`src/rtl/if_fetch_stage.sv`:
```
// ---------------------------------------------------------------------------
// if_fetch_stage
//   Instruction-fetch stage with a small prefetch FIFO and the IF/ID pipeline
//   register. Sits upstream of the hazard controller and decode.
//
//   Optional feature macro: IF_MISALIGN_CHECK_EN
//     defined   : adds registered output fetch_misaligned; a redirect to a
//                 non-word-aligned target flushes but parks fetch until the
//                 next aligned redirect.
//     undefined : redirect_pc[1:0] are masked and the redirect proceeds.
//
// Ports
//   clk, rst           clock (rising edge), synchronous active-high reset
//   pc_stall           freeze fetch PC, issue no new request
//   if_id_stall        hold IF/ID register contents
//   if_id_flush        load a bubble into IF/ID (overrides if_id_stall)
//   redirect_valid/pc  taken branch/jump from the branch unit (highest prio)
//   imem_req_*         word fetch request, valid/ready handshake
//   imem_rsp_*         in-order responses, one per accepted request
//   if_id_valid/pc/instr  IF/ID register; instr is NOP_INSTR when invalid
//   fetch_misaligned   (optional) one-cycle pulse after a misaligned redirect
// ---------------------------------------------------------------------------
module if_fetch_stage #(
  parameter logic [31:0] RESET_PC   = 32'h0000_0000,
  parameter int          FIFO_DEPTH = 2,
  parameter logic [31:0] NOP_INSTR  = 32'h0000_0013
) (
  input  logic        clk,
  input  logic        rst,
  input  logic        pc_stall,
  input  logic        if_id_stall,
  input  logic        if_id_flush,
  input  logic        redirect_valid,
  input  logic [31:0] redirect_pc,
  output logic        imem_req_valid,
  input  logic        imem_req_ready,
  output logic [31:0] imem_req_addr,
  input  logic        imem_rsp_valid,
  input  logic [31:0] imem_rsp_data,
  output logic        if_id_valid,
  output logic [31:0] if_id_pc,
  output logic [31:0] if_id_instr
`ifdef IF_MISALIGN_CHECK_EN
  ,
  output logic        fetch_misaligned
`endif
);

  // FIFO_DEPTH is 2 or 4, so pointers are 1 or 2 bits and counts one more.
  localparam int AW = (FIFO_DEPTH > 2) ? 2 : 1;
  localparam int CW = AW + 1;

  logic [31:0]   fetch_pc;
  logic [31:0]   rsp_pc;       // PC of the next response that will be kept
  logic [CW-1:0] outstanding;
  logic [CW-1:0] drop_cnt;
  logic [CW-1:0] fifo_cnt;
  logic [AW-1:0] rd_ptr, wr_ptr;
  logic [31:0]   fifo_pc    [FIFO_DEPTH];
  logic [31:0]   fifo_instr [FIFO_DEPTH];

  logic [31:0]   redir_target;
  logic          redir_mis;
  logic          fetch_halt;
  logic          pop, push, rsp_drop, req_fire;
  logic [CW:0]   occupancy;

  assign redir_target = redirect_pc & 32'hFFFF_FFFC;

`ifdef IF_MISALIGN_CHECK_EN
  logic halted;
  assign redir_mis  = redirect_valid && (redirect_pc[1:0] != 2'b00);
  assign fetch_halt = halted;

  always_ff @(posedge clk) begin
    if (rst) begin
      halted           <= 1'b0;
      fetch_misaligned <= 1'b0;
    end else begin
      fetch_misaligned <= redir_mis;
      if (redirect_valid) halted <= redir_mis;
    end
  end
`else
  assign redir_mis  = 1'b0;
  assign fetch_halt = 1'b0;
`endif

  assign rsp_drop = (drop_cnt != '0);
  assign pop      = !redirect_valid && !if_id_flush && !if_id_stall && (fifo_cnt != '0);
  assign push     = imem_rsp_valid && !rsp_drop && !redirect_valid;

  // The entry leaving the FIFO this cycle frees its slot for a new request,
  // which is what allows one instruction per cycle with a 2-deep FIFO and
  // single-cycle memory. A request left waiting on ready stays legal next
  // cycle regardless of pop: that cycle's occupancy can only shrink.
  assign occupancy = {1'b0, outstanding} + {1'b0, fifo_cnt} - {{CW{1'b0}}, pop};

  assign imem_req_valid = !rst && !pc_stall && !redirect_valid && !fetch_halt &&
                          (occupancy < (CW+1)'(FIFO_DEPTH));
  assign imem_req_addr  = fetch_pc;
  assign req_fire       = imem_req_valid && imem_req_ready;

  always_ff @(posedge clk) begin
    if (rst) begin
      fetch_pc    <= RESET_PC;
      rsp_pc      <= RESET_PC;
      outstanding <= '0;
      drop_cnt    <= '0;
      fifo_cnt    <= '0;
      rd_ptr      <= '0;
      wr_ptr      <= '0;
      if_id_valid <= 1'b0;
      if_id_pc    <= 32'h0;
      if_id_instr <= NOP_INSTR;
    end else begin
      outstanding <= outstanding + CW'(req_fire) - CW'(imem_rsp_valid);

      if (redirect_valid) begin
        // Everything still in flight is stale; a response arriving right now
        // is discarded directly and so is not counted.
        drop_cnt <= outstanding - CW'(imem_rsp_valid);
        if (!redir_mis) begin
          fetch_pc <= redir_target;
          rsp_pc   <= redir_target;
        end
        fifo_cnt <= '0;
        rd_ptr   <= '0;
        wr_ptr   <= '0;
      end else begin
        if (imem_rsp_valid && rsp_drop) drop_cnt <= drop_cnt - CW'(1);
        if (req_fire) fetch_pc <= fetch_pc + 32'd4;
        if (push) begin
          rsp_pc <= rsp_pc + 32'd4;
          wr_ptr <= wr_ptr + AW'(1);
        end
        if (pop) rd_ptr <= rd_ptr + AW'(1);
        fifo_cnt <= fifo_cnt + CW'(push) - CW'(pop);
      end

      // IF/ID: redirect and flush force a bubble; stall holds; otherwise
      // take the FIFO head or a bubble if nothing is buffered.
      if (redirect_valid || if_id_flush) begin
        if_id_valid <= 1'b0;
        if_id_instr <= NOP_INSTR;
      end else if (!if_id_stall) begin
        if (fifo_cnt != '0) begin
          if_id_valid <= 1'b1;
          if_id_pc    <= fifo_pc[rd_ptr];
          if_id_instr <= fifo_instr[rd_ptr];
        end else begin
          if_id_valid <= 1'b0;
          if_id_instr <= NOP_INSTR;
        end
      end
    end
  end

  // FIFO storage needs no reset; occupancy is tracked by fifo_cnt.
  always_ff @(posedge clk) begin
    if (push) begin
      fifo_pc[wr_ptr]    <= rsp_pc;
      fifo_instr[wr_ptr] <= imem_rsp_data;
    end
  end

endmodule
```
`config.mk`:
```
export PLATFORM = sky130hd
export DESIGN_NAME = if_fetch_stage
export DESIGN_NICKNAME = d
export VERILOG_FILES = /design/src/rtl/if_fetch_stage.sv
export SDC_FILE = /design/constraint.sdc
export NUM_CORES = 1
export LEC_CHECK = 0
export ABC_AREA = 1
export BUFFER_PORTS_ARGS = -buffer_cell sky130_fd_sc_hd__buf_2
export CAP_MARGIN = 15
export CORE_MARGIN = 10
export CORE_UTILIZATION = 30
export CTS_BUF_LIST = sky130_fd_sc_hd__clkbuf_16
export DETAILED_ROUTE_END_ITERATION = 10
export GPL_TIMING_DRIVEN = 0
export MAX_ROUTING_LAYER = met4
export SKIP_LAST_GASP = 1
export SLEW_MARGIN = 20
export SYNTH_ARGS = -nofsm -noshare
export SYNTH_HDL_FRONTEND = slang
export SYNTH_SLANG_ARGS = --single-unit
```
`constraint.sdc`:
```
create_clock -name clk -period 5.4 [get_ports clk]
set_input_delay 1.08 -clock clk [delete_from_list [all_inputs] [get_ports clk]]
set_output_delay 1.08 -clock clk [all_outputs]
set_load 0.02 [all_outputs]
```
Word level (Yosys, flattened, before mapping)
Memory sizes are Yosys's and may differ from the RTL's. A register that Yosys moved wholly into a read port is not among the register bits.
Index checks and enable logic that the tools add are counted.
Word-level totals
  register bits after elaboration: 105
  bits in latches: 0
  bits in writable memories: 128
  memory bits (read-only): 0
  input bits: 72
  output and inout port bits: 98
  logic and storage cells: 65
  memories kept: 2
Memories
  fifo_instr: words 2, width 32, read ports 1, clocked after memory_dff 1, wr ports 1, line 60  | logic [31:0] fifo_instr [FIFO_DEPTH];
  fifo_pc: words 2, width 32, read ports 1, clocked after memory_dff 1, wr ports 1, line 59  | logic [31:0] fifo_pc [FIFO_DEPTH];
Operators by class
  $add $sub $neg: 12
  multiply operators: 0
  divide/modulo/power cells: 0
  $lt $le $gt $ge: 1
  eq/ne operators: 0
  shift operators: 0
  mux-type cells: 12
  bitwise gates (word level): 2
  reductions and logical operators: 25
Operator list (count)
  32-bit 2-to-1 mux: 5
  32-bit by 3-bit adder with 32-bit output (second input constant): 2
  1-bit logical AND: 10
  2-bit nonzero test: 5
  1-bit logical NOT: 6
  2-bit by 1-bit subtractor with 2-bit output: 3
  1-bit 2-to-1 mux: 5
  2-bit by 1-bit adder with 2-bit output: 2
  2-bit 2-to-1 mux: 2
  2-bit OR reduction: 2
  2-bit by 2-bit adder with 3-bit output: 1
  3-bit by 2-bit less-than comparator with 1-bit output (second input constant): 1
  3-bit AND reduction: 1
  3-bit by 1-bit subtractor with 3-bit output: 1
  1-bit adder (second input constant): 2
  1-bit NOT: 2
  2-bit by 1-bit subtractor with 2-bit output (second input constant): 1
  1-bit logical OR: 1

Longest topological paths before layout
  word-level depth: 10
  mapped depth: 19
  mapped depth without buffers: 19

Worst setup path before layout
No wires, ideal clock.
  path kind: input port to flip-flop
  from: input port redirect_valid
  to: memory fifo_instr[0][0] (enable)
  setup time: 0.484 ns
  data arrival time: 4.165 ns
  data required time: 4.916 ns
  path slack: 0.751 ns
  stages: 4
  buffers on the path: 1
  path through: buf_6 nor2_1 inv_1 nor2_1
On the way
  longest elaborated chain between the ends: 4
RTL lines
  from (decl): line 33  | input logic redirect_valid,
  1-bit logical NOT: line 91  | assign push = imem_rsp_valid && !rsp_drop && !redirect_valid;
  1-bit logical AND: line 91
  1-bit 2-to-1 mux: line 161  | if (push) begin
  1-bit 2-to-1 mux (implied by the code): line 163  | fifo_instr[wr_ptr] <= imem_rsp_data;
  to (decl): line 60
Every way passes these cells.

Final worst setup path
  from: input port if_id_stall
  to: output port imem_req_valid
On the way
  longest elaborated chain between the ends: 6
RTL lines
  from (decl): line 31  | input logic if_id_stall,
  1-bit logical NOT
  1-bit logical AND (2 in a row): line 90  | assign pop = !redirect_valid && !if_id_flush && !if_id_stall && (fifo_cnt != '0);
  3-bit by 1-bit subtractor with 3-bit output: line 97  | assign occupancy = {1'b0, outstanding} + {1'b0, fifo_cnt} - {{CW{1'b0}}, pop};
  3-bit by 2-bit less-than comparator with 1-bit output: line 100  | (occupancy < (CW+1)'(FIFO_DEPTH));
  1-bit logical AND: line 99  | assign imem_req_valid = !rst && !pc_stall && !redirect_valid && !fetch_halt &&
  to (decl): line 35  | output logic imem_req_valid,
Every way passes these cells.

==> results.md <==
| Metric | Value |
|:---|:---|
| DR vias | 9237 |
| Arrival time of the worst setup path | 3.29 ns |
| Post-detailed-route DRC marker count | 0 |
| Total power after layout | 0.00429 W |
| Measured slew at the worst slew-check pin | 0.725 ns |
| Root Buffer Master | sky130_fd_sc_hd__clkbuf_16 |
| Initial core utilization | 30.5% |
| Number of H-tree branching levels | 1 |
| Leakage power | 5.33 nW |
| Die Footprint | 45400 sq um |
| Maximum clock frequency | 229 MHz |
| Cell Area, Synth | 11200 sq um |
| Tightest Hold Check Type | register to register |
| Core outline area | 36700 sq um |
| Worst-case setup margin in the final layout | 1.03 ns |
| Crit Reg-Reg Startpoint | fifo_cnt[1] |
| Layout overhead on the synthesized area | 21.3% |
| Fill cell instance count of the final layout | 3732 |
| Resized Gates After CTS | 0 |
| Global-route wire length before repair | 50800 microns |
| FF/Latch Area | 6370 sq um |
| Slew margin rel. | 51.7% |
| Area share of xor/xnor cells in the synthesized design | 1.57% |
| Count of final max-slew check failures | 0 |
| Capturing element type of the critical path | primary output |
| Finished Cell Area | 13600 sq um |
| Total met2 wirelength after detailed routing | 14800 microns |
| Number of enable-type register cells in the synthesized netlist | 124 |
| Number of max-cap violations | 0 |
| Slowest cell on crit path | sky130_fd_sc_hd__fa_1 |
| DP Worst Slack | 1.04 ns |
| Main combinational cell family by area after synthesis | simple AND/OR/NAND/NOR gates |
| Die W | 213 microns |
| Avg Synthesized Cell Area | 8.92 sq um |
| Crit path buffers/inverters | 5 |
| Estimated wirelength of the detail-placed design | 25100 microns |
| Kind of start point of the critical path | input port |
| Simple-Gate Fraction of Synth Area | 20.1% |
| Post-layout minimum cycle time | 4.37 ns |
| Fraction of final layout cells sized beyond drive strength 1 | 18.9% |
| Overall routing resource usage | 14.7% |
| Via/cell ratio | 4.75 |
| Number of antenna violations at the first check in global routing | 2 |
| Setup repair bufs after CTS | 0 |
| Synthesized-area fraction occupied by adder cells | 1.07% |
| Unrepaired setup endpoints after global routing | false |
| CTS Sinks | 256 |
| Power per standard cell area | 316 nW/um^2 |
| Multi-input logic area | 4180 sq um |
| Final non-filler cell total | 1945 |
| Synthesis-stage register bit count | 256 |
| Buffers from clock root to sink, at most | 3 |
| Most frequent standard cell in the layout excluding fill and tap cells | sky130_fd_sc_hd__nand2_1 |
| Average wire per cell in the routed design | 17.2 microns |
| Clk slew on worst S/H paths | 0.06 ns |
| Async set-reset flop share out of synthesis | 0% |
| Run status | finished clean |
| Top Family by Delay on Critical Path | simple AND/OR/NAND/NOR gates |
| Maximum net fanout on the critical path | 10 |
| Source of the critical timing path | if_id_stall |
| Number of placed instances, taps included | 1891 |
| Yosys cell types | 40 |
| Weighted congestion at the end of routability-driven global placement | 0.933 |
| Max incr delay on CP | 0.45 ns |
| Antenna-violating nets left | 0 |
| Data required time at the worst endpoint | 4.32 ns |
| Number of global-route vias before repair | 8893 |
| Multiplexer share of the synthesized area | 3.22% |
| Cell count after synthesis | 1254 |
| Standard-cell rows | 70 |
| Buffers on Ports | 161 |
| Pre-antenna DRT Iters | 5 |
| Top library cells by usage in the layout, fill and taps aside | 356 x sky130_fd_sc_hd__nand2_1, 173 x sky130_fd_sc_hd__buf_2, 132 x sky130_fd_sc_hd__dfxtp_1, 124 x sky130_fd_sc_hd__edfxtp_1, 105 x sky130_fd_sc_hd__nor2_1 |
| Warning count from the yosys run | 0 |
| Type of the worst setup path | input port to primary output |
| Worst-skew pair later-pin latency | 0.56 ns |
| Height of the die | 213 microns |
| Hold Violations, Final | 0 |
| Share of the cycle needed by the critical path after routing | 80.9% |
| Clock tree from TritonCTS | built |
| Max Used Layer | met4 |
| DRT met1 WL | 15200 microns |
| Global-route congestion overflow total | 0 |
| Hold Startpoint | if_id_instr[10] |
| Sequential fraction of the synthesis area | 56.9% |
| Critical path cell sequence | buf_2 > inv_2 > nand2_2 > nor3_4 > clkbuf_2 > nor2_1 > o21ai_0 > fa_1 > inv_1 > nor2_1 > nand2_1 > nor2_4 > buf_2 |
| Total wire length after detailed routing | 33400 microns |
| Compound-gate portion of the synthesized area | 11.1% |
| Final number of setup-violating endpoints | 0 |
| Most instantiated flip-flop cell in the synthesis netlist | sky130_fd_sc_hd__dfxtp_1 |
| Largest vdd supply drop | 0.230 mV |
| Io pins | 170 |
| Number of clock buffers inserted by TritonCTS | 28 |
| Post-cts hold buffer count | 0 |
| Length of routed met3 wiring | 2760 microns |
| Setup skew after layout | 0.0178 ns |
| DRC marker count from the first detailed-route iteration | 715 |
| # nets final | 1534 |
| Placed Instance Area | 12700 sq um |
| Largest net degree at the start of global routing | 24 |
routing by layer:
layer	vias up	GRT usage [%]
met5	-	-
met4	0	3.00
met3	50	3.30
met2	336	22.5
met1	4251	19.6
li1	4600	-
worst min-delay path: stages, from the launching register on:
cell,delay [ns]
sky130_fd_sc_hd__dfxtp_1,0.31
sky130_fd_sc_hd__nand2_1,0.06
sky130_fd_sc_hd__a21oi_1,0.05
path summary, 6_finish.rpt:
path	endpoint	slack, ns	depth (start not counted)
min reg2reg	if_id_instr[10]	0.46	2
max reg2reg	outstanding[1]	1.97	19
min	if_id_instr[10]	0.46	2
max	imem_req_valid	1.03	13
cell usage after synthesis (2+ instances only):
master,n,share of area (%)
sky130_fd_sc_hd__buf_1,2,0.067
sky130_fd_sc_hd__buf_6,4,0.40
sky130_fd_sc_hd__dfxtp_1,132,24
sky130_fd_sc_hd__clkbuf_1,29,0.97
sky130_fd_sc_hd__nand3b_1,4,0.27
sky130_fd_sc_hd__o21bai_1,4,0.27
sky130_fd_sc_hd__nand2_1,356,12
sky130_fd_sc_hd__nor2_1,107,3.6
sky130_fd_sc_hd__a21oi_2,2,0.16
sky130_fd_sc_hd__inv_1,97,3.3
sky130_fd_sc_hd__a31oi_1,42,2.4
sky130_fd_sc_hd__nand2_4,3,0.30
sky130_fd_sc_hd__o21ai_0,81,3.6
sky130_fd_sc_hd__buf_2,12,0.54
sky130_fd_sc_hd__nand4_1,5,0.28
sky130_fd_sc_hd__o21a_1,2,0.13
sky130_fd_sc_hd__xnor2_1,7,0.55
sky130_fd_sc_hd__a21oi_1,92,4.1
sky130_fd_sc_hd__mux2_2,32,3.2
sky130_fd_sc_hd__inv_2,5,0.17
sky130_fd_sc_hd__clkbuf_2,3,0.13
sky130_fd_sc_hd__nand3_1,62,2.8
sky130_fd_sc_hd__buf_4,6,0.40
sky130_fd_sc_hd__o22ai_1,4,0.22
sky130_fd_sc_hd__edfxtp_1,124,33
sky130_fd_sc_hd__ha_1,8,0.90
sky130_fd_sc_hd__o211ai_1,2,0.13
sky130_fd_sc_hd__xor2_1,13,1.0
sky130_fd_sc_hd__nor2_4,3,0.30
registers in the layout, indices dropped and copies added, names as in the netlist, named ones only:
name	count
drop_cnt	2
fifo_cnt	2
fifo_instr	64
fifo_pc	60
if_id_instr	32
if_id_pc	30
if_id_valid	1
imem_req_addr	30
outstanding	2
rd_ptr	1
rsp_pc	30
wr_ptr	1
logic make-up after synthesis:
family          after synthesis
compound gates              231
xor+xnor                     20
fa+ha+maj                     9
buf+inv                     158
flops                       256
mux                          32
other cells                   1
simple gates                547
final cells by class:
cell class	instances	area share [%]
well taps	468	4.32
plain buffers	56	2.08
clock buffers	28	5.17
diodes	2	0.0369
clock inverters	24	1.16
multi-input cells	843	30.8
inverters	102	2.82
flip-flops and latches	256	47.0
repair buffers	166	6.65
stage by stage:
step	hold slack [ns]	TNS, ns	utilization, %
6_report	0.462	0	36.9
5_1_grt	0.483	0	36.9
4_1_cts	0.462	0	36.9
3_5_place_dp	0.453	0	34.6
3_3_place_gp	0.449	-177.26	34.3
2_1_floorplan	0.448	0	-
power by group:
part,switching [W],internal [W]
Sequential,0.0000613,0.00211
Combinational,0.000223,0.000120
Clock,0.000784,0.000992
Power figures use the tool's default switching activity.
